**config.mk**
```make
export PLATFORM = sky130hd
export DESIGN_NAME = hazard_forward_unit
export DESIGN_NICKNAME = d
export VERILOG_FILES = /design/src/rtl/hazard_pkg.sv /design/src/rtl/forward_mux_unit.sv /design/src/rtl/hazard_forward_unit.sv
export SDC_FILE = /design/constraint.sdc
export NUM_CORES = 1
export LEC_CHECK = 0
export CAP_MARGIN = 5
export CORE_ASPECT_RATIO = 0.8
export CORE_MARGIN = 8
export CORE_UTILIZATION = 40
export CTS_BUF_LIST = sky130_fd_sc_hd__clkbuf_4 sky130_fd_sc_hd__clkbuf_8 sky130_fd_sc_hd__clkbuf_16
export CTS_CLUSTER_SIZE = 12
export DETAILED_ROUTE_END_ITERATION = 10
export PLACE_DENSITY_LB_ADDON = 0.05
export SLEW_MARGIN = 20
export SYNTH_ARGS = -nofsm -noshare
export SYNTH_HDL_FRONTEND = slang
export SYNTH_SLANG_ARGS = --single-unit
export TNS_END_PERCENT = 100
```
**constraint.sdc**
```tcl
create_clock -name clock -period 3.9 [get_ports clock]
set_input_delay 0.39 -clock clock [delete_from_list [all_inputs] [get_ports clock]]
set_output_delay 0.39 -clock clock [all_outputs]
set_load 0.01 [all_outputs]
```
**src/rtl/hazard_pkg.sv**
```systemverilog
// -----------------------------------------------------------------------------
// hazard_pkg
// Shared definitions for the hazard/forwarding unit that sits beside decode.
//   - FWD_* : operand source select encodings driven on fwd_rsN_sel.
//   - slot_t: one in-flight destination record {v, rd, ld} for EX/MEM/WB.
//   - SLOT_BUBBLE: an empty slot (no register write in flight).
// -----------------------------------------------------------------------------
package hazard_pkg;

  localparam logic [1:0] FWD_REGFILE = 2'd0;
  localparam logic [1:0] FWD_EX      = 2'd1;
  localparam logic [1:0] FWD_MEM     = 2'd2;
  localparam logic [1:0] FWD_WB      = 2'd3;

  typedef struct packed {
    logic       v;   // slot writes a nonzero rd
    logic [4:0] rd;  // destination register index
    logic       ld;  // producing instruction is a load
  } slot_t;

  localparam slot_t SLOT_BUBBLE = '{v: 1'b0, rd: 5'd0, ld: 1'b0};

endpackage

```
**src/rtl/forward_mux_unit.sv**
```systemverilog
// -----------------------------------------------------------------------------
// forward_mux_unit
// Priority match and operand mux for one decode source operand.
// Priority is EX > MEM > WB > register file; x0 or an unused source always
// takes the register-file value.
// Ports:
//   rs, rs_used            : source index and "instruction reads it"
//   ex_v/ex_rd, mem_v/mem_rd, wb_v/wb_rd : in-flight destination records
//   rf_data, ex_result, mem_result, wb_data : candidate operand values
//   sel                    : chosen source (FWD_* encoding)
//   data                   : resolved operand value
//   ex_hit                 : the EX slot matched (used for load-use detection)
// -----------------------------------------------------------------------------
module forward_mux_unit
  import hazard_pkg::*;
#(
  parameter int DATA_WIDTH = 32
) (
  input  logic [4:0]            rs,
  input  logic                  rs_used,
  input  logic                  ex_v,
  input  logic [4:0]            ex_rd,
  input  logic                  mem_v,
  input  logic [4:0]            mem_rd,
  input  logic                  wb_v,
  input  logic [4:0]            wb_rd,
  input  logic [DATA_WIDTH-1:0] rf_data,
  input  logic [DATA_WIDTH-1:0] ex_result,
  input  logic [DATA_WIDTH-1:0] mem_result,
  input  logic [DATA_WIDTH-1:0] wb_data,
  output logic [1:0]            sel,
  output logic [DATA_WIDTH-1:0] data,
  output logic                  ex_hit
);

  logic       rs_live_s;
  logic       ex_hit_s;
  logic       mem_hit_s;
  logic       wb_hit_s;
  logic [1:0] sel_s;

  // Per-slot match: a slot only forwards to a live, nonzero source.
  always_comb begin
    rs_live_s = rs_used && (rs != 5'd0);
    ex_hit_s  = rs_live_s && ex_v  && (ex_rd  == rs);
    mem_hit_s = rs_live_s && mem_v && (mem_rd == rs);
    wb_hit_s  = rs_live_s && wb_v  && (wb_rd  == rs);
  end

  // Youngest producer wins.
  always_comb begin
    sel_s = FWD_REGFILE;
    if (ex_hit_s) begin
      sel_s = FWD_EX;
    end else if (mem_hit_s) begin
      sel_s = FWD_MEM;
    end else if (wb_hit_s) begin
      sel_s = FWD_WB;
    end else begin
      sel_s = FWD_REGFILE;
    end
  end

  // Operand data mux for the chosen source.
  always_comb begin
    data = rf_data;
    case (sel_s)
      FWD_EX:  data = ex_result;
      FWD_MEM: data = mem_result;
      FWD_WB:  data = wb_data;
      default: data = rf_data;
    endcase
  end

  assign sel    = sel_s;
  assign ex_hit = ex_hit_s;

endmodule

```
**src/rtl/hazard_forward_unit.sv**
```systemverilog
// -----------------------------------------------------------------------------
// hazard_forward_unit
// Tracks the destinations of the instructions in EX, MEM and WB, forwards
// operands back into decode, and produces stall/flush for IF/ID and ID/EX.
// Selects, data, stall and flush are combinational from the slot registers
// and the current inputs.
//
// Optional build macro: HAZARD_STATS_EN adds saturating 32-bit stall_count
// (load-use stall cycles) and flush_count (flush cycles) outputs.
//
// Ports:
//   clock, reset (async, active-low)
//   id_*               : decode-stage instruction fields and regfile data
//   ex_result, mem_result, wb_data : in-flight results for forwarding
//   ex_branch_taken    : EX redirects the PC
//   mem_stall          : data memory not ready, whole pipeline frozen
//   fwd_rsN_sel/_data  : resolved operand source and value
//   stall, flush       : pipeline control back to IF/ID and ID/EX
// -----------------------------------------------------------------------------
module hazard_forward_unit
  import hazard_pkg::*;
#(
  parameter int CORE       = 0,
  parameter int DATA_WIDTH = 32
) (
  input  logic                  clock,
  input  logic                  reset,
  input  logic                  id_valid,
  input  logic [4:0]            id_rs1,
  input  logic [4:0]            id_rs2,
  input  logic                  id_rs1_used,
  input  logic                  id_rs2_used,
  input  logic [4:0]            id_rd,
  input  logic                  id_reg_write,
  input  logic                  id_is_load,
  input  logic [DATA_WIDTH-1:0] id_rs1_data,
  input  logic [DATA_WIDTH-1:0] id_rs2_data,
  input  logic [DATA_WIDTH-1:0] ex_result,
  input  logic [DATA_WIDTH-1:0] mem_result,
  input  logic [DATA_WIDTH-1:0] wb_data,
  input  logic                  ex_branch_taken,
  input  logic                  mem_stall,
  output logic [1:0]            fwd_rs1_sel,
  output logic [1:0]            fwd_rs2_sel,
  output logic [DATA_WIDTH-1:0] fwd_rs1_data,
  output logic [DATA_WIDTH-1:0] fwd_rs2_data,
  output logic                  stall,
  output logic                  flush
`ifdef HAZARD_STATS_EN
  ,
  output logic [31:0]           stall_count,
  output logic [31:0]           flush_count
`endif
);

  // CORE only tags the instance; a negative index elaborates nothing extra.
  if (CORE < 0) begin : g_core_tag_unused
  end

  slot_t ex_slot_r;
  slot_t mem_slot_r;
  slot_t wb_slot_r;
  slot_t ex_next_s;

  logic rs1_ex_hit_s;
  logic rs2_ex_hit_s;
  logic load_use_s;
  logic load_use_stall_s;
  logic stall_s;
  logic flush_s;

  forward_mux_unit #(.DATA_WIDTH(DATA_WIDTH)) u_fwd_rs1 (
    .rs         (id_rs1),
    .rs_used    (id_rs1_used),
    .ex_v       (ex_slot_r.v),
    .ex_rd      (ex_slot_r.rd),
    .mem_v      (mem_slot_r.v),
    .mem_rd     (mem_slot_r.rd),
    .wb_v       (wb_slot_r.v),
    .wb_rd      (wb_slot_r.rd),
    .rf_data    (id_rs1_data),
    .ex_result  (ex_result),
    .mem_result (mem_result),
    .wb_data    (wb_data),
    .sel        (fwd_rs1_sel),
    .data       (fwd_rs1_data),
    .ex_hit     (rs1_ex_hit_s)
  );

  forward_mux_unit #(.DATA_WIDTH(DATA_WIDTH)) u_fwd_rs2 (
    .rs         (id_rs2),
    .rs_used    (id_rs2_used),
    .ex_v       (ex_slot_r.v),
    .ex_rd      (ex_slot_r.rd),
    .mem_v      (mem_slot_r.v),
    .mem_rd     (mem_slot_r.rd),
    .wb_v       (wb_slot_r.v),
    .wb_rd      (wb_slot_r.rd),
    .rf_data    (id_rs2_data),
    .ex_result  (ex_result),
    .mem_result (mem_result),
    .wb_data    (wb_data),
    .sel        (fwd_rs2_sel),
    .data       (fwd_rs2_data),
    .ex_hit     (rs2_ex_hit_s)
  );

  // Load-use and pipeline control. A load in EX has no data yet, so an EX
  // match on a load must stall even if MEM/WB also hold that register.
  // A taken branch kills the decode instruction, so it takes precedence
  // over the load-use stall; during a memory freeze the branch waits.
  always_comb begin
    load_use_s       = (rs1_ex_hit_s | rs2_ex_hit_s) & ex_slot_r.ld;
    load_use_stall_s = load_use_s & id_valid & ~ex_branch_taken;
    stall_s          = mem_stall | load_use_stall_s;
    flush_s          = ex_branch_taken & ~mem_stall;
  end

  // Record entering EX: a bubble when decode is held or killed.
  always_comb begin
    ex_next_s = SLOT_BUBBLE;
    if (stall_s || flush_s) begin
      ex_next_s = SLOT_BUBBLE;
    end else begin
      ex_next_s.v  = id_valid & id_reg_write & (id_rd != 5'd0);
      ex_next_s.rd = id_rd;
      ex_next_s.ld = id_is_load;
    end
  end

  // Slot pipeline EX -> MEM -> WB; frozen while data memory is not ready.
  always_ff @(posedge clock or negedge reset) begin
    if (!reset) begin
      ex_slot_r  <= SLOT_BUBBLE;
      mem_slot_r <= SLOT_BUBBLE;
      wb_slot_r  <= SLOT_BUBBLE;
    end else if (!mem_stall) begin
      wb_slot_r  <= mem_slot_r;
      mem_slot_r <= ex_slot_r;
      ex_slot_r  <= ex_next_s;
    end
  end

  assign stall = stall_s;
  assign flush = flush_s;

`ifdef HAZARD_STATS_EN
  logic [31:0] stall_count_r;
  logic [31:0] flush_count_r;

  // Saturating event counters for load-use stalls and flushes.
  always_ff @(posedge clock or negedge reset) begin
    if (!reset) begin
      stall_count_r <= 32'd0;
      flush_count_r <= 32'd0;
    end else begin
      if (load_use_stall_s && (stall_count_r != 32'hFFFF_FFFF)) begin
        stall_count_r <= stall_count_r + 32'd1;
      end
      if (flush_s && (flush_count_r != 32'hFFFF_FFFF)) begin
        flush_count_r <= flush_count_r + 32'd1;
      end
    end
  end

  assign stall_count = stall_count_r;
  assign flush_count = flush_count_r;
`endif

endmodule

```
* Word-level counts from Yosys, hierarchy flattened
Index checks and enable logic that the tools add are counted.
** Word-level totals
- Bits in registers :: 19
- Input bits :: 184
- Output and inout bits :: 70
- Logic and storage cells :: 56
** Cells by class
- Equality and inequality tests :: 12
- Muxes and demuxes :: 9
- Bitwise gates (word level) :: 10
- Reductions and logical operators :: 18
** Operators by type and width (number)
- one-hot mux 32 bit (3 select lines) :: 2
- == test 5 bit :: 6
- nonzero test 5 bit :: 3
- logical AND 1 bit :: 14
- two-way mux 2 bit :: 6
- == test 2 bit, second input constant :: 4
- two-way mux 7 bit :: 1
- AND 1 bit :: 6
- == test 2 x 1 -> 1 bit, second input constant :: 2
- inverter 1 bit :: 2
- bitwise OR 1 bit :: 2
- logical OR 1 bit :: 1

* Longest topological paths before layout
Gate-level depths: netlist of run 1.
- Word-level depth :: 11
- Gate-level depth with buffers :: 10

* Cells and area by module
Synthesis of run 1 repeated with hierarchy kept, for this count alone.
** Second synthesis, totals
- Cell total of the unflattened synthesis :: 428
- Area, all modules :: 3380.7 sq um
** Modules (own cells, without submodules)
- forward_mux_unit :: times used 2, cells an instance 191, area an instance 1323.8 sq um, sequential area each 0.0 sq um
- hazard_forward_unit :: times used 1, cells an instance 46, area an instance 733.2 sq um, sequential area each 475.5 sq um

* Least setup slack after synthesis of run 1
OpenSTA, ideal clock, no wires.
- Kind :: input to output
- From :: input port id_rs2[4]
- To :: output port fwd_rs2_data[10]
- Arrival time :: 2.251 ns
- Required time :: 3.510 ns
- Path slack :: 1.259 ns
- Stages :: 7
- Buffers on the path :: 2
- Cells stage by stage :: clkbuf_1 xor2_1 or3b_2 nor3_2 nor3_2 buf_2 a221oi_1
** On the way
- Cells in the longest elaborated chain, start to end :: 9
** RTL lines
- from (decl) :: RTL line hazard_forward_unit.sv:30 : input logic [4:0] id_rs2,
- nonzero test 5 bit :: RTL line forward_mux_unit.sv:44 : rs_live_s = rs_used && (rs != 5'd0);
- logical AND 1 bit :: RTL line forward_mux_unit.sv:44
- logical AND 1 bit (2 in a row) :: RTL line forward_mux_unit.sv:47 : wb_hit_s = rs_live_s && wb_v && (wb_rd == rs);
- two-way mux 2 bit :: RTL line forward_mux_unit.sv:57 : end else if (wb_hit_s) begin
- two-way mux 2 bit :: RTL line forward_mux_unit.sv:55 : end else if (mem_hit_s) begin
- two-way mux 2 bit * :: RTL line forward_mux_unit.sv:53 : if (ex_hit_s) begin
- == test 2 bit / == test 2 x 1 -> 1 bit (equally long branches) :: RTL line forward_mux_unit.sv:67 : case (sel_s)
- one-hot mux 32 bit (3 select lines) * :: RTL line forward_mux_unit.sv:67
- to (decl) :: RTL line hazard_forward_unit.sv:46 : output logic [DATA_WIDTH-1:0] fwd_rs2_data,
Mark *: on every way between the ends. The rest lies on a longest branch, timed or not.

* Final worst setup path of run 1
- From :: input port id_rs1[2]
- To :: output port fwd_rs1_data[8]
** On the way
- Cells in the longest elaborated chain, start to end :: 9
** RTL lines
- from (decl) :: RTL line hazard_forward_unit.sv:29 : input logic [4:0] id_rs1,
- nonzero test 5 bit :: RTL line forward_mux_unit.sv:44
- logical AND 1 bit :: RTL line forward_mux_unit.sv:44
- logical AND 1 bit (2 in a row) :: RTL line forward_mux_unit.sv:47
- two-way mux 2 bit :: RTL line forward_mux_unit.sv:57
- two-way mux 2 bit :: RTL line forward_mux_unit.sv:55
- two-way mux 2 bit * :: RTL line forward_mux_unit.sv:53
- == test 2 bit / == test 2 x 1 -> 1 bit (equally long branches) :: RTL line forward_mux_unit.sv:67
- one-hot mux 32 bit (3 select lines) * :: RTL line forward_mux_unit.sv:67
- to (decl) :: RTL line hazard_forward_unit.sv:45 : output logic [DATA_WIDTH-1:0] fwd_rs1_data,
Marks and branches as above.

==> parameters.txt, run 1 <==
Parameter                              Value

Route
  Detailed-route vias per instance ... 6.29
  Average routed wire per standard cell ... 22.5 um
  Antenna Violating Nets Remaining ... 0
  Count of TritonRoute iterations in the first routing pass ... 5
  Vias ... 5356
  Remaining design rule violation count ... 0
  Drt initial violations ... 547
  Routed WL ... 19200 um

Timing
  Actual transition at the worst max-transition pin ... 897 ps
  Final setup violating endpoints ... 0
  RSZ-0062 raised after global routing ... false
  Crit share post-route ... 97.7%
  Endpoints failing hold ... 0
  Relative slew margins ... 40.0%
  Worst hold-check slack ... 498 ps
  Tmin final ... 3810 ps
  Sum of negative setup slack ... 0 ps
  Fin worst setup slack ... 90.0 ps
  Post-Route Skew ... 3.51 ps
  Final count of pins violating max slew ... 0
  Maximum operating frequency ... 262 MHz

Floorplanning
  Starting utilization of the core area ... 41.0%
  Die Y ... 102 um
  Chip Width ... 123 um
  Die ar. ... 12600 sq um
  Core area ... 9000 sq um
  Number of primary I/O pins ... 254
  Placement row count ... 31

Power and ir drop
  Leakage power of the design ... 2.40 nW
  Peak supply drop ... 0.000205 V
  Combinational cell fraction of total power ... 56.6%
  Proportion of power drawn by flip-flops and latches ... 23.6%
  Power density normalized to cell area ... 163 nW/um^2
  Switching fraction of total power ... 33.7%
  Switching power ... 361 uW
  Power share of the clock group ... 19.8%
  Internal power summed over all cells ... 709 uW

Synthesis
  Count of different cell masters after synthesis ... 46
  Synthesized flop and latch total ... 19
  Share of async-settable or async-resettable flops after synthesis ... 100%
  Yosys warnings ... 0
  Total nets after synthesis ... 681
  Cells after synthesis ... 497
  Syn avg cell area ... 7.43 sq um
  Most common flop cell mapped by yosys ... sky130_fd_sc_hd__dfrtp_1
  Sequential-to-total area share from yosys stat ... 12.9%
  EDFF count, synth ... 0
  Netlist area before placement ... 3690 sq um

Worst setup path
  Slowest stage cell, crit path ... sky130_fd_sc_hd__or3_2
  Type of element launching the critical path ... primary input
  Max FO, Critical Path ... 30
  Worst endpoint data arrival time ... 3420 ps
  Critical Path End Type ... output pin
  Crit Path Category ... in -> out
  Maximum single-stage delay on the critical path ... 620 ps
  Cell-by-cell trace of the critical path ... clkdlybuf4s50_1 > xor2_1 > or4_1 > or3_2 > buf_12 > a41oi_1 > o211a_1 > clkdlybuf4s50_1
  Most Frequent Cell on Critical Path ... sky130_fd_sc_hd__clkdlybuf4s50_1
  Req. time, crit path ... 3510 ps

GRT
  Total congestion overflow ... 0
  Antenna violations before repair ... 0
  Via count of the first global-routing pass ... 5458
  Global-route wire length before repair ... 28600 um
  Maximum number of pins on one net before global-route repair ... 41
  All-Layer GR Usage ... 28.4%

Outcome
  Result of the run ... finished, final reports clean

Final layout
  Post-Layout Cell Count ... 852
  Filler cell count ... 700
  Layout cell share with drive strength beyond 1 ... 11.8%
  Diode count ... 0
  Synth-to-layout area growth ... 78.0%
  Final layout net count ... 922

Clock network
  Insertion delay of the later-clocked pin in the worst-skew pair ... 250 ps
  Total number of H-tree levels ... 1
  Post-CTS Setup Bufs ... 0
  Clock root buffer ... sky130_fd_sc_hd__clkbuf_16
  CTS tree ... done
  Clock tree sinks ... 19
  Buffer levels on the longest clock path ... 2
  Cts-stage hold buffer count ... 0
  Post-cts sizing count ... 0
  Clock transition at path regs ... 50 ps
  Number of clock buffers inserted by TritonCTS ... 3

Place
  Placed instance count ... 848
  Worst-case setup slack after placement ... 117 ps
  Final HPWL DP ... 15000 um
  Port bufs ... 253
  Final estimated routing congestion in global placement ... 0.933

Job
  Total of max-cap violations ... 0

Worst hold path
  Worst hold path class ... reg -> reg
[through the flow]
stage / utilization (%) / power [mW] / cell area, sq um
detailed placement: 72.2 / 0.854 / 6500
floorplan: - / 0.487 / 3690
global placement: 72.2 / 0.841 / 6500
CTS: 73.1 / 1.07 / 6580
finish: 73.1 / 1.07 / 6580
global route: 73.1 / 1.12 / 6580
[cells in the final DEF (no fill, tap or decap), drive strengths merged, types with 2 or more instances in the layout]
cell	count
or3	4
nor3	6
o211a	25
mux2	11
o21ai	3
xor2	9
clkbuf	3
xnor2	21
nand3	3
a31oi	7
inv	42
clkinv	2
nand4	27
nor4	56
nand2	20
dfrtp	19
o22ai	7
o32ai	25
a211oi	7
nor2b	26
a31o	2
a21oi	17
a221oi	26
o221a	7
nor2	11
or4	4
nand2b	29
clkdlybuf4s50	253
a32o	7
a41oi	10
buf	41
[area by class of cell]
type,instances,area [sq um],area share [%]
flip-flops and latches,19,475,7.23
inverters,43,161,2.45
repair buffers,294,2870,43.6
clock inverters,1,5.00,0.0761
well taps,115,144,2.19
clock buffers,3,75.1,1.14
multi-input cells,377,2850,43.3
[registers in the layout (all words and copies together) (netlist names)]
register / cells
ex_slot_r: 7
mem_slot_r: 6
wb_slot_r: 6
[synthesized netlist by cell type, types with 2 or more instances]
| master | count | share of area, % |
|---|---|---|
| sky130_fd_sc_hd__xor2_1 | 9 | 2.1 |
| sky130_fd_sc_hd__a31o_2 | 2 | 0.47 |
| sky130_fd_sc_hd__nand4_1 | 27 | 4.6 |
| sky130_fd_sc_hd__nor4_1 | 56 | 9.5 |
| sky130_fd_sc_hd__mux2_2 | 11 | 3.4 |
| sky130_fd_sc_hd__a21oi_2 | 10 | 2.4 |
| sky130_fd_sc_hd__or4_1 | 3 | 0.61 |
| sky130_fd_sc_hd__a31oi_1 | 7 | 1.2 |
| sky130_fd_sc_hd__a21oi_1 | 7 | 0.95 |
| sky130_fd_sc_hd__a221oi_1 | 25 | 5.9 |
| sky130_fd_sc_hd__buf_2 | 16 | 2.2 |
| sky130_fd_sc_hd__nand3_1 | 3 | 0.41 |
| sky130_fd_sc_hd__nor3_1 | 3 | 0.41 |
| sky130_fd_sc_hd__a32o_1 | 7 | 1.9 |
| sky130_fd_sc_hd__inv_1 | 42 | 4.3 |
| sky130_fd_sc_hd__nand2b_1 | 29 | 4.9 |
| sky130_fd_sc_hd__a211oi_1 | 7 | 1.4 |
| sky130_fd_sc_hd__o221a_2 | 7 | 2.1 |
| sky130_fd_sc_hd__buf_6 | 3 | 0.91 |
| sky130_fd_sc_hd__or3_1 | 4 | 0.68 |
| sky130_fd_sc_hd__dfrtp_1 | 19 | 13 |
| sky130_fd_sc_hd__a41oi_1 | 10 | 2.4 |
| sky130_fd_sc_hd__o22ai_1 | 7 | 1.2 |
| sky130_fd_sc_hd__o32ai_1 | 25 | 5.9 |
| sky130_fd_sc_hd__buf_1 | 5 | 0.51 |
| sky130_fd_sc_hd__o211a_1 | 25 | 6.8 |
| sky130_fd_sc_hd__nor2b_1 | 26 | 4.4 |
| sky130_fd_sc_hd__nand2_1 | 20 | 2.0 |
| sky130_fd_sc_hd__clkbuf_1 | 34 | 3.5 |
| sky130_fd_sc_hd__nor3_2 | 3 | 0.81 |
| sky130_fd_sc_hd__nor2_1 | 10 | 1.0 |
| sky130_fd_sc_hd__xnor2_1 | 21 | 5.0 |
[power groups by stage]
stage | clock, mW | sequential, mW | combinational (mW)
2_1_floorplan | 0 | 0.240 | 0.247
3_3_place_gp | 0 | 0.253 | 0.588
3_5_place_dp | 0 | 0.255 | 0.599
4_1_cts | 0.212 | 0.252 | 0.602
5_1_grt | 0.223 | 0.256 | 0.643
6_report | 0.212 | 0.253 | 0.606
[kinds of logic after synthesis]
family / after synthesis / synth area share, %
AOI/OAI and AO/OA: 148 / 35.0
and+or+nand+nor: 188 / 30.2
buffers and inverters: 101 / 11.4
DFF: 19 / 12.9
muxes: 11 / 3.35
xor gates and xnor gates: 30 / 7.11
[metal layers]
layer | global-route usage, % | up-vias | wire [um]
met1 | 33.1 | 2498 | 7520
met4 | 11.4 | 0 | 767
li1 | - | 2449 | -
met5 | 0 | - | 0
met2 | 49.0 | 351 | 8960
met3 | 7.18 | 58 | 1920
[path summary, 6_finish.rpt]
kind	start	to	slack (ps)	cells past startpoint
setup / recovery	id_rs1[2]	fwd_rs1_data[8]	90	8
hold / removal	ex_slot_r[0]	ex_slot_r[0]	500	1
setup reg to reg	ex_slot_r[3]	ex_slot_r[3]	1340	8
hold reg to reg	ex_slot_r[0]	ex_slot_r[0]	500	1
max in group asynchronous	reset	ex_slot_r[6]	2730	1
min in group asynchronous	reset	wb_slot_r[3]	630	1
[worst max-delay path: cells and delay by family]
kind	cells	cell delay (ps)
AO/OA/AOI/OAI	2	480
XOR/XNOR	1	150
buffers and inverters	3	1210
AND/OR/NAND/NOR	2	1170
Note: power is estimated with default switching activity, not from simulation.
==> inputs of run 2 (changes only) <==
- ABC_AREA: default -> 1
- CAP_MARGIN: 5 -> 20
==> run 2 against run 1 <==
Net effect: utilization fell by 4.7 points; synthesized cell count grew 39%; global-route usage grew 2.3 points; count of clock-buffer cells in the layout stayed put; die area up 3.0%; setup slack improved by 360 ps; maximum frequency rose by 10%; clock power is 4% higher; largest power group unchanged.
==> parameters.txt, run 2 <==
Parameter                              Value

Floorplanning
  Chip Width ... 125 um
  Number of primary I/O pins ... 254
  Starting utilization of the core area ... 40.5%
  Die Y ... 103 um
  Core area ... 9450 sq um
  Placement row count ... 32
  Die ar. ... 13000 sq um

Power and ir drop
  Switching power ... 349 uW
  Power share of the clock group ... 22.0%
  Internal power summed over all cells ... 651 uW
  Leakage power of the design ... 2.84 nW
  Combinational cell fraction of total power ... 54.1%
  Power density normalized to cell area ... 155 nW/um^2
  Peak supply drop ... 0.000145 V
  Switching fraction of total power ... 34.9%
  Proportion of power drawn by flip-flops and latches ... 23.8%

Route
  Remaining design rule violation count ... 0
  Detailed-route vias per instance ... 6.14
  Routed WL ... 21300 um
  Count of TritonRoute iterations in the first routing pass ... 7
  Vias ... 6326
  Drt initial violations ... 993
  Antenna Violating Nets Remaining ... 0
  Average routed wire per standard cell ... 20.7 um

Synthesis
  Netlist area before placement ... 3820 sq um
  Cells after synthesis ... 690
  Yosys warnings ... 0
  Adder-cell share of the synthesized area ... 0%
  Synth Area in Compound Gates ... 2.75%
  Share of the synthesized netlist area taken by xor and xnor gates ... 0.458%
  Count of different cell masters after synthesis ... 28
  Fraction of synthesized area in multiplexers ... 0%
  EDFF count, synth ... 0
  Top-count cell post-synth ... sky130_fd_sc_hd__nand2_1
  Most frequent cells after synthesis ... sky130_fd_sc_hd__nand2_1 (289), sky130_fd_sc_hd__nand4_1 (172), sky130_fd_sc_hd__nand3b_1 (38)
  Sequential-to-total area share from yosys stat ... 12.4%
  Basic-gate share of the synthesized area counting and, or, nand and nor cells ... 73.2%
  Combinational family with the most area after synthesis ... simple AND/OR/NAND/NOR gates
  Total nets after synthesis ... 874
  Area share of the largest cell type after synthesis ... 28.4%
  Largest cells by area after synthesis ... sky130_fd_sc_hd__nand2_1 (28%), sky130_fd_sc_hd__nand4_1 (28%), sky130_fd_sc_hd__dfrtp_1 (12%), sky130_fd_sc_hd__nand3b_1 (7.5%), sky130_fd_sc_hd__buf_2 (3.1%)
  Most common flop cell mapped by yosys ... sky130_fd_sc_hd__dfrtp_1
  Largest area contributor in the netlist ... sky130_fd_sc_hd__nand2_1
  Syn avg cell area ... 5.54 sq um
  Synthesized flop and latch total ... 19
  Share of async-settable or async-resettable flops after synthesis ... 100%

Final layout
  Post-Layout Cell Count ... 1030
  Layout cell share with drive strength beyond 1 ... 5.82%
  Register name with the most flops ... ex_slot_r
  Filler cell count ... 827
  Most common library cell in the layout ignoring fill and taps ... sky130_fd_sc_hd__nand2_1
  Final layout net count ... 1096
  Diode count ... 0
  Most used cells in the layout excluding fill and tap cells ... sky130_fd_sc_hd__nand2_1 (288), sky130_fd_sc_hd__clkdlybuf4s50_1 (253), sky130_fd_sc_hd__nand4_1 (172)
  Synth-to-layout area growth ... 69.1%
  Number of flip-flops under the largest register name ... 7
  Biggest registers after layout ... ex_slot_r: 7 flops, mem_slot_r: 6 flops, wb_slot_r: 6 flops

Timing
  Final setup violating endpoints ... 0
  Crit share post-route ... 88.5%
  Maximum operating frequency ... 290 MHz
  Fin worst setup slack ... 447 ps
  RSZ-0062 raised after global routing ... false
  Post-Route Skew ... 1.73 ps
  Actual transition at the worst max-transition pin ... 939 ps
  Tmin final ... 3450 ps
  Sum of negative setup slack ... 0 ps
  Relative slew margins ... 37.2%
  Endpoints failing hold ... 0
  Worst hold-check slack ... 520 ps
  Final count of pins violating max slew ... 0

Clock network
  Insertion delay of the later-clocked pin in the worst-skew pair ... 250 ps
  CTS tree ... done
  Number of clock buffers inserted by TritonCTS ... 3
  Buffer levels on the longest clock path ... 2
  Clock transition at path regs ... 60 ps
  Post-cts sizing count ... 0
  Post-CTS Setup Bufs ... 0
  Clock root buffer ... sky130_fd_sc_hd__clkbuf_16
  Total number of H-tree levels ... 1
  Clock tree sinks ... 19
  Cts-stage hold buffer count ... 0

Place
  Placed instance count ... 1026
  Port bufs ... 253
  Final estimated routing congestion in global placement ... 0.987
  Worst-case setup slack after placement ... 513 ps
  Final HPWL DP ... 16500 um

Worst hold path
  Worst hold path class ... reg -> reg

Worst setup path
  Req. time, crit path ... 3510 ps
  Max FO, Critical Path ... 19
  Worst endpoint data arrival time ... 3060 ps
  Type of element launching the critical path ... primary input
  Crit Path Category ... in -> out
  Critical Path End Type ... output pin

Outcome
  Result of the run ... finished, final reports clean

GRT
  Total congestion overflow ... 0
  All-Layer GR Usage ... 30.7%
  Via count of the first global-routing pass ... 6098
  Antenna violations before repair ... 0
  Maximum number of pins on one net before global-route repair ... 49
  Global-route wire length before repair ... 32400 um

Job
  Total of max-cap violations ... 0
## run 2: cell types whose count changed in the layout (fill, tap and decap cells not counted), sizes merged, moves of 25 or more
cell / change
nor2: +25
o32ai: -25
a221oi: -26
nand4: +145
nand2: +274
nor4: -56
nor2b: -26
nand3b: +38
buf: -26
nand2b: -29
o211a: -25
## run 2: worst paths after layout
check | from | end | slack [ps] | cells past startpoint
max | id_rs1[3] | fwd_rs1_data[23] | 450 | 10
min | wb_slot_r[6] | wb_slot_r[6] | 520 | 2
max reg2reg | ex_slot_r[3] | ex_slot_r[2] | 1910 | 10
min reg2reg | wb_slot_r[6] | wb_slot_r[6] | 520 | 2
max in group asynchronous | reset | wb_slot_r[4] | 2670 | 1
min in group asynchronous | reset | ex_slot_r[0] | 660 | 1
## run 2: final cells by class
| class | count | area, sq um | share of cell area (%) |
|---|---|---|---|
| multi-input cells | 580 | 2930 | 45.3 |
| repair buffers | 268 | 2670 | 41.3 |
| flip-flops and latches | 19 | 475 | 7.36 |
| inverters | 40 | 160 | 2.48 |
| well taps | 119 | 149 | 2.30 |
| clock buffers | 3 | 75.1 | 1.16 |
| clock inverters | 1 | 5.00 | 0.0774 |
## run 2: metrics by stage
stage / total power [mW] / instance area (sq um) / utilization (%)
detailed placement: 0.774 / 6380 / 67.5
finish: 1.00 / 6460 / 68.4
global placement: 0.771 / 6380 / 67.5
global route: 1.05 / 6460 / 68.4
floorplan: 0.416 / 3820 / -
CTS: 0.996 / 6460 / 68.4
## run 2: power by group through the flow
stage	logic [mW]	clock network, mW	registers (mW)
after CTS	0.536	0.222	0.237
after global placement	0.530	0	0.240
after detailed placement	0.533	0	0.241
after global routing	0.580	0.231	0.240
after floorplan	0.184	0	0.233
final	0.541	0.220	0.238
## run 2: cell families (layout without fill, tap and decap cells)
kind of cell	after synthesis	in the layout
buffers and inverters	91	312
flip-flops	19	19
AO/OA/AOI/OAI	21	21
AND/OR/NAND/NOR	557	557
XOR/XNOR	2	2
## run 2: metal layers
| metal | vias up | GRT usage, % | routed length [um] |
|---|---|---|---|
| met5 | - | 0 | 0 |
| met4 | 0 | 11.8 | 894 |
| met3 | 94 | 7.94 | 2570 |
| met2 | 556 | 50.8 | 9690 |
| met1 | 2813 | 38.0 | 8200 |
| li1 | 2863 | - | - |
## run 2: worst max-delay path, stage by stage
cell,delay (ps)
sky130_fd_sc_hd__clkdlybuf4s50_1,620
sky130_fd_sc_hd__nor2_1,80
sky130_fd_sc_hd__nand3_1,100
sky130_fd_sc_hd__nand2_2,110
sky130_fd_sc_hd__inv_2,220
sky130_fd_sc_hd__nand3_2,270
sky130_fd_sc_hd__inv_2,400
sky130_fd_sc_hd__nand4_1,160
sky130_fd_sc_hd__nand3b_1,140
sky130_fd_sc_hd__clkdlybuf4s50_1,560
==> inputs of run 3 (changes only) <==
- MAX_ROUTING_LAYER: default -> met4
- PLACE_DENSITY_LB_ADDON: 0.05 -> 0.1
==> run 3 against run 2 <==
Net effect: cell count rose by 0.19%; count of clock-buffer cells in the layout unchanged; combinational power rose by 0.9%; sequential cell count did not move; clock power hardly changed; setup slack worse by 94 ps; sequential power about the same; largest cell class unchanged; largest power group unchanged.
==> parameters.txt, run 3 (synthesis gave the netlist of run 2 again) <==
Parameter                              Value

Final layout
  Filler cell count ... 841
  Register name with the most flops ... ex_slot_r
  Final layout net count ... 1098
  Most used cells in the layout excluding fill and tap cells ... sky130_fd_sc_hd__nand2_1 (288), sky130_fd_sc_hd__clkdlybuf4s50_1 (253), sky130_fd_sc_hd__nand4_1 (172)
  Number of flip-flops under the largest register name ... 7
  Finished Core Util ... 68.3%
  Synth-to-layout area growth ... 68.9%
  Layout cell share with drive strength beyond 1 ... 6.02%
  Biggest registers after layout ... ex_slot_r: 7 flops, mem_slot_r: 6 flops, wb_slot_r: 6 flops
  Diode count ... 0
  Most common library cell in the layout ignoring fill and taps ... sky130_fd_sc_hd__nand2_1

Route
  Detailed-route vias per instance ... 6.14
  Drt initial violations ... 698
  Routed WL ... 21900 um
  Average routed wire per standard cell ... 21.3 um
  Antenna Violating Nets Remaining ... 0
  Remaining design rule violation count ... 0
  Count of TritonRoute iterations in the first routing pass ... 6
  Vias ... 6333

Timing
  Relative slew margins ... 37.2%
  Actual transition at the worst max-transition pin ... 939 ps
  Fin worst setup slack ... 353 ps
  Final setup violating endpoints ... 0
  Crit share post-route ... 90.9%
  Tmin final ... 3550 ps
  Sum of negative setup slack ... 0 ps
  RSZ-0062 raised after global routing ... false
  Final count of pins violating max slew ... 0
  Maximum operating frequency ... 282 MHz
  Post-Route Skew ... 5.74 ps
  Endpoints failing hold ... 0

Worst hold path
  Number of cells on the worst hold path ... 2
  Endpoint of the worst hold path ... ex_slot_r[0]
  Startpoint of the tightest hold check path ... ex_slot_r[0]
  Worst hold path class ... reg -> reg

Clock network
  Number of clock buffers inserted by TritonCTS ... 3
  Insertion delay of the later-clocked pin in the worst-skew pair ... 260 ps
  Buffer levels on the longest clock path ... 2
  Post-CTS Setup Bufs ... 0
  Post-cts sizing count ... 0
  Clock tree sinks ... 19
  Total number of H-tree levels ... 1
  CTS tree ... done
  Clock transition at path regs ... 60 ps
  Clock root buffer ... sky130_fd_sc_hd__clkbuf_16
  Cts-stage hold buffer count ... 0

Worst setup path
  Worst endpoint data arrival time ... 3160 ps
  Req. time, crit path ... 3510 ps
  Type of element launching the critical path ... primary input
  FF-to-FF path depth ... 10
  Max FO, Critical Path ... 19
  Critical Path End Type ... output pin
  Reg2reg end ... ex_slot_r[0]
  Flop-to-flop setup slack ... 1960 ps
  Launching point of the worst reg2reg path ... ex_slot_r[6]
  Crit Path Category ... in -> out

Power and ir drop
  Peak supply drop ... 0.000156 V
  Internal power summed over all cells ... 652 uW
  Leakage power of the design ... 2.83 nW
  Switching fraction of total power ... 35.3%
  Switching power ... 356 uW
  Proportion of power drawn by flip-flops and latches ... 23.7%
  Combinational cell fraction of total power ... 54.2%
  Power density normalized to cell area ... 156 nW/um^2
  Power share of the clock group ... 22.1%

Floorplanning
  Placement row count ... 32
  Starting utilization of the core area ... 40.5%
  Chip Width ... 125 um
  Core area ... 9450 sq um
  Number of primary I/O pins ... 254
  Die ar. ... 13000 sq um
  Die Y ... 103 um

GRT
  Antenna violations before repair ... 0
  Total congestion overflow ... 0
  Maximum number of pins on one net before global-route repair ... 36
  Global-route wire length before repair ... 32900 um
  All-Layer GR Usage ... 32.3%
  Via count of the first global-routing pass ... 6173

Place
  Final HPWL DP ... 17100 um
  Final estimated routing congestion in global placement ... 1.01
  Worst-case setup slack after placement ... 419 ps
  Port bufs ... 253

Job
  Total of max-cap violations ... 0

Outcome
  Result of the run ... finished, final reports clean
==> run 3: routing by layer <==
layer | global-route usage, % | up-vias | part of all wire [%]
met5 | - | - | 0
met4 | 12.4 | 0 | 4.6
met3 | 7.02 | 102 | 11
met2 | 52.9 | 529 | 46
met1 | 38.7 | 2834 | 38
li1 | - | 2868 | -
==> run 3: critical path, stage by stage <==
cell and delay, ps:
sky130_fd_sc_hd__clkdlybuf4s50_1 580, sky130_fd_sc_hd__nor2_1 60, sky130_fd_sc_hd__nand3_1 90, sky130_fd_sc_hd__nand2_2 80
sky130_fd_sc_hd__inv_2 220, sky130_fd_sc_hd__nand3_2 390, sky130_fd_sc_hd__inv_2 460, sky130_fd_sc_hd__nand4_1 150
sky130_fd_sc_hd__nand3b_1 160, sky130_fd_sc_hd__clkdlybuf4s50_1 560
==> run 3: layout make-up <==
type	instances	area, sq um	area share, %
sequential	19	475	7.37
timing repair buffer	270	2660	41.2
inverter	40	160	2.48
multi-input combinational	580	2930	45.4
tap	119	149	2.31
clock buffer	3	75.1	1.16
clock inverter	1	7.51	0.116
==> run 3: how the worst max path moves through the flow <==
stage,cells after the start,startpoint,slack (ps),to
after floorplan,11,id_rs2[1],2070,fwd_rs2_data[12]
after global placement,10,id_rs2[2],520,fwd_rs2_data[8]
after detailed placement,10,id_rs1[1],420,fwd_rs1_data[0]
after CTS,10,id_rs1[2],410,fwd_rs1_data[0]
after global routing,10,id_rs1[2],170,fwd_rs1_data[3]
final,10,id_rs1[2],350,fwd_rs1_data[0]
==> run 3: power groups by stage <==
| stage | Combinational (mW) | Sequential [mW] | Clock [mW] |
|---|---|---|---|
| 3_3_place_gp | 0.531 | 0.240 | 0 |
| 4_1_cts | 0.539 | 0.238 | 0.227 |
| 3_5_place_dp | 0.535 | 0.241 | 0 |
| 6_report | 0.546 | 0.239 | 0.223 |
| 5_1_grt | 0.582 | 0.241 | 0.235 |
| 2_1_floorplan | 0.184 | 0.233 | 0 |
==> run 3: metrics by stage <==
| step | instances | total power [mW] | area (sq um) | hold WS, ps |
|---|---|---|---|---|
| after detailed placement | 1028 | 0.776 | 6370 | 515 |
| final | 1032 | 1.01 | 6450 | 527 |
| after global placement | 1028 | 0.771 | 6370 | 463 |
| after CTS | 1032 | 1.00 | 6450 | 530 |
| after floorplan | 690 | 0.416 | 3820 | 94.4 |
| after global routing | 1032 | 1.06 | 6450 | 562 |
==> RTL edit 1 (flow settings as in run 1) <==
The option `HAZARD_STATS_EN` is turned on by a define.
--- a/src/rtl/hazard_forward_unit.sv
+++ b/src/rtl/hazard_forward_unit.sv
@@ -18,4 +18,6 @@
 //   stall, flush       : pipeline control back to IF/ID and ID/EX
 // -----------------------------------------------------------------------------
+`define HAZARD_STATS_EN
+
 module hazard_forward_unit
   import hazard_pkg::*;
Check against the original RTL (old outputs only; new: flush_count and stall_count): equivalent (Yosys induction, for registers that start in step).
==> RTL edit 1 against run 1 <==
  * Non-clock buffer count rose by 51
  * Wire length increased by 36%
  * Core utilization decreased by 5.4 points
  * Area after synthesis up 56%
  * Worst setup slack improved by 0.043 ns
  * Total power rose by 140%
  * Design area is 46% higher
  * Sequential cell count up 64
==> RTL edit 1: results (changes against run 1) <==
arrival_ns: 3.38  # was 3.42 ns
clk_latency_ns: 0.33  # was 0.25 ns
internal_power_w: 0.00194  # was 0.000709 W
grt_first_pass_wirelength_um: 37700  # was 28,600 um
synth_mux_area_share_pct: 2.53  # was 3.35%
synth-seq-cells: 83  # was 19
peakVddDrop_mv: 0.321  # was 0.205 mV
viasPerCell: 5.65  # was 6.29
max_slew.worst_pin.slew_ns: 0.915  # was 0.897 ns
cpMaxStageDelayCell: "or4_1"  # was or3_2
synth_compound_area_share_pct: 18.2  # was 35.0%
fin_cells: 1191  # was 852
netlist_area_um2: 5780  # was 3690 um^2
nonClkBufAreaFrac_pct: 35.9  # was 43.6%
seqPwrFrac_pct: 38.2  # was 23.6%
placed_area_um2: 9250  # was 6500 um^2
synth_common_cells: "83 x dfrtp_1, 65 x nand2_1, 64 x nor2_1"  # was 56 x nor4_1, 42 x inv_1, 34 x clkbuf_1
max_stage_delay_ns: 0.57  # was 0.62 ns
grt_max_degree: 84  # was 41
gp_congestion: 0.948  # was 0.933
status: "completed"  # unchanged
met1_usage_pct: 35.0  # was 33.1%
synth_fp_nets: 873  # was 681
synthTopCellsByArea: "dfrtp_1 36%, xor2_1 7.1%, xnor2_1 6.8%"  # was dfrtp_1 13%, nor4_1 9.5%, o211a_1 6.8%
synth_fa_ha_area_share_pct: 0.433  # was 0%
drtPass1Iterations: 7  # was 5
multi_input_area_um2: 3460  # was 2850 um^2
clkbuf_count: 11  # was 3
numCtsBuffers: 9  # was 3
route.final.wire_length_um: 26100  # was 19,200 um
final_nets: 1189  # was 922
initialDrtViolationCount: 637  # was 547
synth-xor-area-share_pct: 14.0  # was 7.11%
p_comb_share_pct: 24.3  # was 56.6%
seq_area_um2: 2080  # was 475 um^2
grt_pass1_vias: 6376  # was 5,458
route.met2.wl_um: 11700  # was 8960 um
buffers: 345  # was 294
multi_input_cells: 550  # was 377
-- RTL edit 1: cell families (layout without fill, tap and decap cells) --
kind of cell | after synthesis | in the layout
simple gates | 289 | 289
flops | 83 | 83
buf+inv | 54 | 374
fa+ha+maj | 2 | 2
mux | 13 | 13
compound gates | 154 | 154
xor+xnor | 92 | 92
-- RTL edit 1: critical path: cells and delay by family --
kind	cells	cell delay (ns)
AOI/OAI and AO/OA	2	0.53
buffers and inverters	2	1.07
and+or+nand+nor	4	1.38
-- RTL edit 1: path summary, 6_finish.rpt --
path / from / to / slack, ns
worst max-delay path: id_rs1[0] / fwd_rs1_data[14] / 0.13
min in group clock: stall_count[22] / stall_count[22] / 0.49
worst max register to register: ex_slot_r[5] / stall_count[21] / 1.33
worst min-delay path: reset / flush_count[7] / 0.08
worst min register to register: stall_count[22] / stall_count[22] / 0.49
max in group asynchronous: reset / wb_slot_r[6] / 3.28
==> RTL edit 2 (settings of run 1) <==
Made on the original files. `DATA_WIDTH` is set to 32 in 2 places; all go to 48.
--- a/src/rtl/forward_mux_unit.sv
+++ b/src/rtl/forward_mux_unit.sv
@@ -15,5 +15,5 @@
   import hazard_pkg::*;
 #(
-  parameter int DATA_WIDTH = 32
+  parameter int DATA_WIDTH = 48
 ) (
   input  logic [4:0]            rs,
--- a/src/rtl/hazard_forward_unit.sv
+++ b/src/rtl/hazard_forward_unit.sv
@@ -22,5 +22,5 @@
 #(
   parameter int CORE       = 0,
-  parameter int DATA_WIDTH = 32
+  parameter int DATA_WIDTH = 48
 ) (
   input  logic                  clock,
Ports: changed (7 resized); port bits go from 254 to 366. The function was not compared with the original's and may differ.
==> RTL edit 2 against run 1 <==
  * Design area grew 37%
  * Total power rose by 17%
  * First-iteration DRC count up 28%
  * Highest routed layer unchanged
  * Clock power up 2%
  * Worst setup slack worse by 0.0031 ns
  * Register-to-register slack got worse by 0.17 ns
  * Critical endpoint is now fwd_rs1_data[2]
  * Area after synthesis up 30%
  * Sequential cell count is the same
  * Non-clock buffer count is 121 higher
  * Via count rose by 33%
  * Wire length is 40% higher
  * Combinational power increased by 30%
  * Sequential power fell by 2%
==> RTL edit 2: results (changes against run 1) <==
leakage_nw: 4.24  # was 2.40 nW
placed_area_um2: 8800  # was 6500 um^2
grt.total_usage_pct: 31.3  # was 28.4%
yosysTopAreaCell: "a221oi_1"  # was dfrtp_1
grt_pass1_vias: 7096  # was 5,458
fillCellCount: 886  # was 700
grt_max_degree: 100  # was 41
route.final.wire_length_um: 26900  # was 19,200 um
peakVddDrop_mv: 0.175  # was 0.205 mV
routed-via-count: 7146  # was 5,356
final_nets: 1323  # was 922
fin_skew_ns: 0.00234  # was 0.00351 ns
dpl.cell_count: 1200  # was 848
grt_first_pass_wirelength_um: 40500  # was 28,600 um
port-buffer-count: 365  # was 253
max_slew.worst_pin.slew_ns: 0.844  # was 0.897 ns
cp_max_fo: 8  # was 30
ys_seq_area_share_pct: 9.89  # was 12.9%
gp_congestion: 0.940  # was 0.933
initialDrtViolationCount: 698  # was 547
drive_gt1_share_pct: 9.26  # was 11.8%
synth_area_per_cell_um2: 6.67  # was 7.43 um^2
synthTopCellsByArea: "a221oi_1 14%, nor2_1 11%, mux2i_1 10%"  # was dfrtp_1 13%, nor4_1 9.5%, o211a_1 6.8%
synth.distinct_cells: 36  # was 46
status: "completed"  # unchanged
swShare_pct: 34.6  # was 33.7%
drtPass1Iterations: 6  # was 5
synth_common_cells: "147 x nor2_1, 96 x inv_1, 76 x a221oi_1"  # was 56 x nor4_1, 42 x inv_1, 34 x clkbuf_1
hpwl_um: 20900  # was 15,000 um
synth_fp_nets: 985  # was 681
-- RTL edit 2: timing repair --
item | 4_1_cts | 5_1_grt
gates resized for setup | 13 | 38
buffers inserted | 0 | 2
endpoints found under the setup margin | 13 | 70
pin swaps | 0 | 0
-- RTL edit 2: cells by family after synthesis --
group,count (synthesis),synth area share [%]
flip-flops,19,9.89
AO/OA/AOI/OAI,255,41.6
XOR/XNOR,30,5.47
multiplexers,60,12.8
buffers and inverters,179,14.9
AND/OR/NAND/NOR,178,15.3
-- RTL edit 2: area by class of cell --
type                            instances  area (um^2)  share of cell area, %
Clock buffer                            3         75.1                  0.835
Timing Repair Buffer                  415         4230                   47.1
Tap cell                              148          185                   2.06
Multi-Input combinational cell        523         3650                   40.6
Sequential cell                        19          475                   5.29
Clock inverter                          1         7.51                 0.0835
Inverter                               97          364                   4.05
-- RTL edit 2: worst paths after layout --
| path | start | endpoint | slack (ns) | cells past startpoint |
|---|---|---|---|---|
| max | id_rs1[3] | fwd_rs1_data[2] | 0.09 | 9 |
| min | ex_slot_r[0] | ex_slot_r[0] | 0.50 | 1 |
| max reg2reg | ex_slot_r[5] | ex_slot_r[5] | 1.17 | 7 |
| min reg2reg | ex_slot_r[0] | ex_slot_r[0] | 0.50 | 1 |
| max in group asynchronous | reset | mem_slot_r[6] | 2.76 | 1 |
| min in group asynchronous | reset | ex_slot_r[3] | 0.62 | 1 |
-- RTL edit 2: per-layer routing --
layer	vias up	GRT usage [%]	wire, um
met2	417	53.6	12800
met5	-	0	0
li1	3349	-	-
met3	86	8.17	2660
met1	3294	35.9	10100
met4	0	14.6	1310
-- RTL edit 2: power by group through the flow --
| stage | combinational (W) | sequential (W) | clock (W) |
|---|---|---|---|
| floorplan | 0.000297 | 0.000240 | 0 |
| global placement | 0.000783 | 0.000249 | 0 |
| detailed placement | 0.000788 | 0.000250 | 0 |
| CTS | 0.000788 | 0.000247 | 0.000218 |
| global route | 0.000843 | 0.000250 | 0.000226 |
| finish | 0.000790 | 0.000248 | 0.000217 |
-- RTL edit 2: through the flow --
stage | TNS [ns] | hold slack [ns] | util [%] | setup WS [ns] | power, W
finish | 0 | 0.505 | 77.4 | 0.0868 | 0.00125
global route | -0.0123 | 0.541 | 77.4 | -0.0123 | 0.00132
CTS | 0 | 0.506 | 76.5 | 0.00527 | 0.00125
detailed placement | -0.269 | 0.493 | 75.8 | -0.0495 | 0.00104
global placement | 0 | 0.479 | 75.8 | 0.00209 | 0.00103
floorplan | 0 | 0.0944 | - | 1.12 | 0.000537
-- RTL edit 2: worst max-delay path, cell delays in order --
cell and delay [ns]:
clkdlybuf4s50_1 0.44, xor2_1 0.15, or4_1 0.52, or4_2 0.61, buf_4 0.23, buf_12 0.14, mux2i_1 0.11, a221oi_1 0.24
clkdlybuf4s50_1 0.60
